### config.mk
export PLATFORM = sky130hd
export DESIGN_NAME = score_bcd_conv_flat
export DESIGN_NICKNAME = d
export VERILOG_FILES = /design/src/rtl/tetris_pkg.sv /design/src/rtl/score_bcd_conv_if.sv /design/src/rtl/bcd_add3.sv /design/src/rtl/score_bcd_conv.sv /design/src/flat_wrapper.sv
export SDC_FILE = /design/constraint.sdc
export NUM_CORES = 1
export LEC_CHECK = 0
export CORE_ASPECT_RATIO = 0.5
export CORE_MARGIN = 2
export CORE_UTILIZATION = 49
export DETAILED_ROUTE_END_ITERATION = 12
export MAX_ROUTING_LAYER = met4
export PLACE_DENSITY = 0.81
export SYNTH_ARGS = -nofsm -noshare
export SYNTH_HDL_FRONTEND = slang
export SYNTH_HIERARCHICAL = 1
export SYNTH_SLANG_ARGS = --single-unit
### constraint.sdc
create_clock -name clk -period 1.87 [get_ports clk]
set_input_delay 0.4675 -clock clk [delete_from_list [all_inputs] [get_ports clk]]
set_output_delay 0.4675 -clock clk [all_outputs]
set_load 0.005 [all_outputs]
### src/rtl/tetris_pkg.sv
// Shared definitions for the Tetris display datapath: FSM encodings,
// digit count and the default converter sizing.
package tetris_pkg;

  typedef enum logic [1:0] {
    IDLE  = 2'd0,
    SHIFT = 2'd1,
    DONE  = 2'd2
  } state_e;

  localparam int DIGITS      = 4;
  localparam int BIN_W_DEF   = 14;
  localparam int MAX_VAL_DEF = 9999;

endpackage

### src/rtl/score_bcd_conv_if.sv
// Request/result bundle between the score logic (master) and the BCD converter (slave).
// Handshake: start is a one-cycle request, accepted only while the converter is idle
// (busy=0 or done=1); done pulses once when bcd3..bcd0/ovf hold the new result.
interface score_bcd_conv_if #(
  parameter int BIN_W = tetris_pkg::BIN_W_DEF
);
  import tetris_pkg::*;

  logic             start;
  logic [BIN_W-1:0] bin;
  logic             busy;
  logic             done;
  logic             ovf;
  logic [3:0]       bcd3;
  logic [3:0]       bcd2;
  logic [3:0]       bcd1;
  logic [3:0]       bcd0;
  state_e           state;

  modport master (
    output start, bin,
    input  busy, done, ovf, bcd3, bcd2, bcd1, bcd0, state
  );

  modport slave (
    input  start, bin,
    output busy, done, ovf, bcd3, bcd2, bcd1, bcd0, state
  );

endinterface

### src/rtl/bcd_add3.sv
// Double-dabble digit correction: a nibble of 5 or more gets +3 before the shift.
module bcd_add3 (
  input  logic [3:0] din,
  output logic [3:0] dout
);

  assign dout = (din >= 4'd5) ? din + 4'd3 : din;

endmodule

### src/rtl/score_bcd_conv.sv
// Iterative binary-to-BCD converter (one bit per clock) feeding the
// seven-segment scan controller; digits hold until a conversion completes.
module score_bcd_conv
  import tetris_pkg::*;
#(
  parameter int BIN_W   = BIN_W_DEF,
  parameter int MAX_VAL = MAX_VAL_DEF
) (
  input logic              clk,
  input logic              rst,
  score_bcd_conv_if.slave  bus
);

  localparam int               CNT_W   = $clog2(BIN_W + 1);
  localparam logic [BIN_W-1:0] MAX_BIN = BIN_W'(MAX_VAL);

  state_e                  state_q, state_d;
  logic [4*DIGITS-1:0]     scratch_q;
  logic [4*DIGITS-1:0]     scratch_adj;
  logic [BIN_W-1:0]        bin_q;
  logic [CNT_W-1:0]        cnt_q;
  logic                    ovf_pend_q;

  for (genvar d = 0; d < DIGITS; d++) begin : g_add3
    bcd_add3 u_add3 (
      .din  (scratch_q[4*d +: 4]),
      .dout (scratch_adj[4*d +: 4])
    );
  end

  always_comb begin
    state_d = state_q;
    unique case (state_q)
      IDLE:    if (bus.start) state_d = SHIFT;
      SHIFT:   if (cnt_q == '0) state_d = DONE;
      DONE:    state_d = IDLE;
      default: state_d = IDLE;
    endcase
  end

  always_ff @(posedge clk or posedge rst) begin
    if (rst) begin
      state_q    <= IDLE;
      scratch_q  <= '0;
      bin_q      <= '0;
      cnt_q      <= '0;
      ovf_pend_q <= 1'b0;
      bus.busy   <= 1'b0;
      bus.done   <= 1'b0;
      bus.ovf    <= 1'b0;
      bus.bcd3   <= 4'd0;
      bus.bcd2   <= 4'd0;
      bus.bcd1   <= 4'd0;
      bus.bcd0   <= 4'd0;
    end else begin
      state_q  <= state_d;
      bus.busy <= (state_d != IDLE);
      bus.done <= (state_q == DONE);
      unique case (state_q)
        IDLE: begin
          if (bus.start) begin
            // Saturate so the 16-bit scratch register can never overflow.
            bin_q      <= (bus.bin > MAX_BIN) ? MAX_BIN : bus.bin;
            ovf_pend_q <= (bus.bin > MAX_BIN);
            scratch_q  <= '0;
            cnt_q      <= CNT_W'(BIN_W - 1);
          end
        end
        SHIFT: begin
          {scratch_q, bin_q} <= {scratch_adj, bin_q} << 1;
          if (cnt_q != '0) cnt_q <= cnt_q - CNT_W'(1);
        end
        DONE: begin
          bus.bcd3 <= scratch_q[15:12];
          bus.bcd2 <= scratch_q[11:8];
          bus.bcd1 <= scratch_q[7:4];
          bus.bcd0 <= scratch_q[3:0];
          bus.ovf  <= ovf_pend_q;
        end
        default: ;
      endcase
    end
  end

  assign bus.state = state_q;

endmodule

### src/flat_wrapper.sv
// flat-port wrapper written by rule: the top's interface ports become plain ports
module score_bcd_conv_flat import tetris_pkg::*;
#(
  parameter int BIN_W   = BIN_W_DEF,
  parameter int MAX_VAL = MAX_VAL_DEF
)
  (clk, rst, bus_start, bus_bin, bus_busy, bus_done, bus_ovf, bus_bcd3, bus_bcd2, bus_bcd1, bus_bcd0, bus_state);
  score_bcd_conv_if #(.BIN_W(BIN_W)) bus_i ();
  input logic clk;
  input logic rst;
  input wire logic [$bits(bus_i.start)-1:0] bus_start;
  input wire logic [$bits(bus_i.bin)-1:0] bus_bin;
  output wire logic [$bits(bus_i.busy)-1:0] bus_busy;
  output wire logic [$bits(bus_i.done)-1:0] bus_done;
  output wire logic [$bits(bus_i.ovf)-1:0] bus_ovf;
  output wire logic [$bits(bus_i.bcd3)-1:0] bus_bcd3;
  output wire logic [$bits(bus_i.bcd2)-1:0] bus_bcd2;
  output wire logic [$bits(bus_i.bcd1)-1:0] bus_bcd1;
  output wire logic [$bits(bus_i.bcd0)-1:0] bus_bcd0;
  output wire logic [$bits(bus_i.state)-1:0] bus_state;
  assign bus_i.start = bus_start;
  assign bus_i.bin = bus_bin;
  assign bus_busy = bus_i.busy;
  assign bus_done = bus_i.done;
  assign bus_ovf = bus_i.ovf;
  assign bus_bcd3 = bus_i.bcd3;
  assign bus_bcd2 = bus_i.bcd2;
  assign bus_bcd1 = bus_i.bcd1;
  assign bus_bcd0 = bus_i.bcd0;
  assign bus_state = bus_i.state;
  score_bcd_conv #(.BIN_W(BIN_W), .MAX_VAL(MAX_VAL)) u_core (.clk(clk), .rst(rst), .bus(bus_i));
endmodule
==> results.md <==
- Most common cell after layout, fill and taps aside: sky130_fd_sc_hd__dfrtp_1
- Final min period: approximately 1700 ps
- Routed WL: 5.519 mm
- Smallest setup slack after layout: about 200 ps
- Power density over the cells: between 1500 and 2000 nW/um^2
- Static Leakage: around 1.6 nW
- TritonCTS clock tree: yes
- Kind of end point of the critical path: primary output
- Critical path arrival: between 1000 and 1500 ps
- Share of layout cells above drive strength 1: 12.63%
- Min-delay worst type: reg2reg
- Detailed-route wire length per cell: 15.42 um
- Status: finished clean
- Die width: ~110 um
- Number of diodes added for antenna fixing: 0
- Via-to-Cell Ratio: between 5 and 6
- Startpoint of the worst-slack reg-to-reg timing path: u_core/scratch_q[5]
- Starting Density: about half
- FP Rows: 19
- Fin Hold WS: just over 500 ps
- Filler-free cell count of the finished design: roughly 360
- Setup repair bufs after CTS: 0
- IR drop worst, VDD: between 0.6 and 0.7 mV
- DP Worst Slack: ~57 ps
- Area growth from synthesis to final layout: 20.53%
- Number of nets still failing antenna checks after routing: 0
- Htree depth: 2
- Detailed-routing iteration count for the pre-antenna-repair pass: 4
- Register-to-register setup slack: approximately 370 ps
- Die Ht: roughly 57 um
- Remaining routing DRC violations: 0
- Count of max-cap constraint violations: 0
- Number of gates resized after CTS: 0
- Clock latency of the later-clocked register in the worst-skew pair: around 320 ps
- Worst-case reg-to-reg path depth: 6
- Warning count from the yosys run: 6
- Final Hold Fails: 0
- Startpoint class of the critical path: flip-flop
- Number of global-route vias before repair: 2014
- Wire length of the first global-routing pass: between 9 and 10 mm
- # setup viols final: 0
- Maximum buffer depth of the clock tree: 2
- Top cell family by delay on the critical path: buffers and inverters
- Worst hold path depth: 1
- Start point of the worst min-delay path: u_core/bus.bcd3[0]
- Clock buffers created by TritonCTS: 5
- Number of cells in the design after placement: 350
- Antenna violations before repair: 0
- F_max: approximately 600 MHz
- Via total after detailed routing: 1968
- Post-CTS clock slew at the launch and capture registers of the worst setup and hold paths: 100 ps
- Buffering stage count on the worst path with inverters included: 1
- Total number of clock tree sinks: between 50 and 60
- Largest stage delay on the critical path: ~500 ps
- Final core area utilization: between 60% and 70%
- Ratio of final minimum period to clock period: 89.31%
- Req. time, crit path: about 1400 ps
- Synth Area per Inst: 11.30 um^2
- Max-slew headroom at the worst pin: around three quarters
- Detailed router's first-iteration violation count: 87
- Worst Tran Pin Value: 384.8 ps
- Largest fanout on the critical path: 2
- IO Port Bufs: 37
- Startpoint-to-endpoint class of the critical path: reg2out
- Ports: 38
- Cell-by-cell trace of the critical path: clkdlybuf4s50_1
- Reg2reg end: u_core/scratch_q[6]
- Max Transition Viols Final: 0
- Endpoint of the worst hold-timing path: u_core/bus.bcd3[0]
- Critical path's slowest cell: sky130_fd_sc_hd__clkdlybuf4s50_1
- Setup TNS: 0 ps
- Clock skew after layout: roughly 11 ps
- Cell area after synthesis: between 2000 and 3000 um^2
- Total of hold buffers inserted after clock tree synthesis: 0
- Launching instance or port of the critical path: u_core/bus.bcd3[3]
- Final RePlAce weighted congestion: 0.7953
- Nets: 310
- Die area: 6207 um^2
- Post-Syn Nets: roughly 270
- Clock Tree Root: sky130_fd_sc_hd__clkbuf_8
- Highest-count cells in the layout ignoring fill and taps: sky130_fd_sc_hd__dfrtp_1 (56), sky130_fd_sc_hd__clkdlybuf4s50_1 (37), sky130_fd_sc_hd__nand2_1 (22), sky130_fd_sc_hd__a22o_1 (16), sky130_fd_sc_hd__inv_1 (14)
- Post-synthesis cell count: about 240
- Largest net degree at the start of global routing: 57
- Overall routing resource usage: 19.95%
- Total overflow reported by the global router: 0
- Setup repair after global routing missed its margin: no
- Stages on worst setup path: 1
- DP HPWL: around 3.8 mm
- Placeable core region: 5420 um^2
where the power goes:
| part | leakage (nW) | internal, mW | total (mW) | switching [mW] |
|---|---|---|---|---|
| Sequential | 0.710 | 1.71 | 2.12 | 0.412 |
| Clock | 0.0516 | 0.304 | 0.708 | 0.404 |
| Combinational | 0.794 | 1.22 | 2.23 | 1.01 |
sequential cells by signal (all words and copies together) (netlist names):
| signal | cells |
|---|---|
| u_core/bin_q | 14 |
| u_core/bus.bcd0 | 4 |
| u_core/bus.bcd1 | 4 |
| u_core/bus.bcd2 | 4 |
| u_core/bus.bcd3 | 4 |
| u_core/bus.busy | 1 |
| u_core/bus.done | 1 |
| u_core/bus.ovf | 1 |
| u_core/bus.state | 2 |
| u_core/cnt_q | 4 |
| u_core/ovf_pend_q | 1 |
| u_core/scratch_q | 16 |
routing by layer:
metal	vias to the layer above	global-route usage (%)	wire, um
met3	16	3.833	167
met4	0	7.957	148
li1	931	-	-
met2	50	33.69	2790
met5	-	-	0
met1	971	23.67	2413
final cells by class:
class	count	area, um^2
inverter	17	63.81
multi-input combinational	158	1180
timing repair buffer	46	450.4
tap	73	91.34
clock buffer	6	82.58
sequential	56	1401
fill	440	2137
clock inverter	2	13.76
how the worst max path moves through the flow:
stage	end	slack, ps
finish	bus_bcd3[3]	200
floorplan	u_core/bin_q[0]	30
CTS	bus_bcd3[3]	180
global placement	u_core/bin_q[3]	70
detailed placement	u_core/bin_q[2]	60
global route	bus_bcd3[3]	140
stage by stage:
| stage | total power [mW] | instance area, um^2 |
|---|---|---|
| 6_report | 5.060 | 3283 |
| 2_1_floorplan | 3.676 | 2724 |
| 5_1_grt | 5.454 | 3283 |
| 3_5_place_dp | 4.366 | 3187 |
| 3_3_place_gp | 4.188 | 3187 |
| 4_1_cts | 5.083 | 3283 |
(Power assumes the default switching activity.)
==> RTL edit, RTL diff (config.mk and constraints unchanged) <==
`BIN_W_DEF`: 14 -> 7.
--- a/src/rtl/tetris_pkg.sv
+++ b/src/rtl/tetris_pkg.sv
@@ -9,7 +9,7 @@
   } state_e;
 
   localparam int DIGITS      = 4;
-  localparam int BIN_W_DEF   = 14;
+  localparam int BIN_W_DEF   = 7;
   localparam int MAX_VAL_DEF = 9999;
 
 endpackage
Interface: changed (resized bus_bin); port bits go from 38 to 31. No check against the original RTL was run, so the function may have changed too.
==> RTL edit against the unedited design <==
Sequential cell count decreased by 8. Final area decreased by 15%. Highest routed layer unchanged. Clock skew decreased by 0.0059 ns. Synthesized area decreased by 14%. Critical path depth unchanged. Setup slack improved by 0.0088 ns. Final cell count decreased by 18%. First-iteration DRC count decreased by 18%. Wire length decreased by 26%. Worst hold slack got worse by 0.082 ns. Power decreased by 9.6%. Via count decreased by 23%.
==> RTL edit: results (changes against the unedited design) <==
stage;metric;value;unit;change
worst_setup_path;Crit-path slowest cell;clkdlybuf4s50_1;;
placed_design;I/O Buffers;30;;-19%
placed_design;GPL Wtd Cong;0.7627;;-4.1%
placed_design;placed inst area;2705;µm²;-15%
logic_synthesis;Post-Syn Nets;215;;-19%
worst_setup_path;worst stage delay on the critical path;0.51;ns;
final_layout;fill count;355;;-19%
detailed_routing;final wirelength;4099;µm;-26%
timing;crit path time final;1.661;ns;-0.008808 ns
clock_network;Clock Latency Late Sink;0.30;ns;-0.02 ns
clock_network;H-Tree Depth;2;;unchanged
global_route;vias in the first global route;1643;;-18%
final_layout;final net count;248;;-20%
power_and_ir_drop;internal power;2.981;mW;-8.0%
power_and_ir_drop;Leak Pwr;1.353;nW;-13%
placed_design;DP HPWL;2778;µm;-27%
worst_setup_path;Worst Path Arrival;1.19;ns;
timing;Slew HR;63.99;%;-10 points
outcome;outcome;finished clean;;
detailed_routing;initial DRC count;71;;-18%
final_layout;top flop regs;u_core/scratch_q x16, u_core/bin_q x7;;
hold_path;Worst Hold Class;in -> async;;
detailed_routing;vias per inst;5.184;;-5.7%
final_layout;layout cells sized above 1;18.42;%;+5.8 points
placed_design;pre-CTS WS;0.06411;ns;+0.007386 ns
timing;Setup Skew;0.004725;ns;-0.005876 ns
global_route;first-pass GRT wire length;7403;µm;-20%
power_and_ir_drop;VDD IR-drop max;0.5948;mV;-13%
clock_network;clk slew on worst S/H paths;0.08;ns;-0.02 ns
global_route;overall routing resource usage;18.76;%;-1.2 points
clock_network;number of buffers created by CTS;5;;unchanged
==> RTL edit: final timing paths <==
kind | startpoint | end | depth (start not counted)
max | u_core/bus.bcd3[3] | bus_bcd3[3] | 1
min | rst | u_core/scratch_q[2] | 2
max reg2reg | u_core/scratch_q[0] | u_core/scratch_q[2] | 5
min reg2reg | u_core/bin_q[3] | u_core/bin_q[3] | 2
max in group asynchronous | rst | u_core/bus.bcd3[0] | 3
min in group clk | u_core/bin_q[3] | u_core/bin_q[3] | 2
==> RTL edit: final cells by class <==
cell class | instances | area share (%)
Clock buffer | 7 | 3.439
Inverter | 15 | 2.010
Multi-Input combinational cell | 124 | 36.04
Sequential cell | 48 | 42.88
Tap cell | 66 | 2.948
Timing Repair Buffer | 34 | 12.68
==> RTL edit: power groups by stage <==
stage	logic (mW)	clock network (mW)	registers, mW
6_report	2.12	0.657	1.80
5_1_grt	2.37	0.727	1.86
4_1_cts	2.14	0.679	1.80
3_5_place_dp	2.12	0	1.82
3_3_place_gp	2.01	0	1.79
2_1_floorplan	1.57	0	1.75
==> RTL edit: through the flow <==
step                instances  hold slack [ns]  util, %
finish                    294           0.4209    62.13
detailed placement        287           0.4758    59.99
CTS                       294           0.4226    62.13
global placement          287           0.4654    59.99
global route              294           0.4555    62.13
floorplan                 195           0.4483        -
==> RTL edit: per-layer routing <==
layer	wire length, µm	up-vias	track usage [%]
met3	138	8	5.284
li1	-	732	-
met1	1868	753	21.77
met4	70	0	7.333
met2	2022	31	31.69
met5	0	-	-
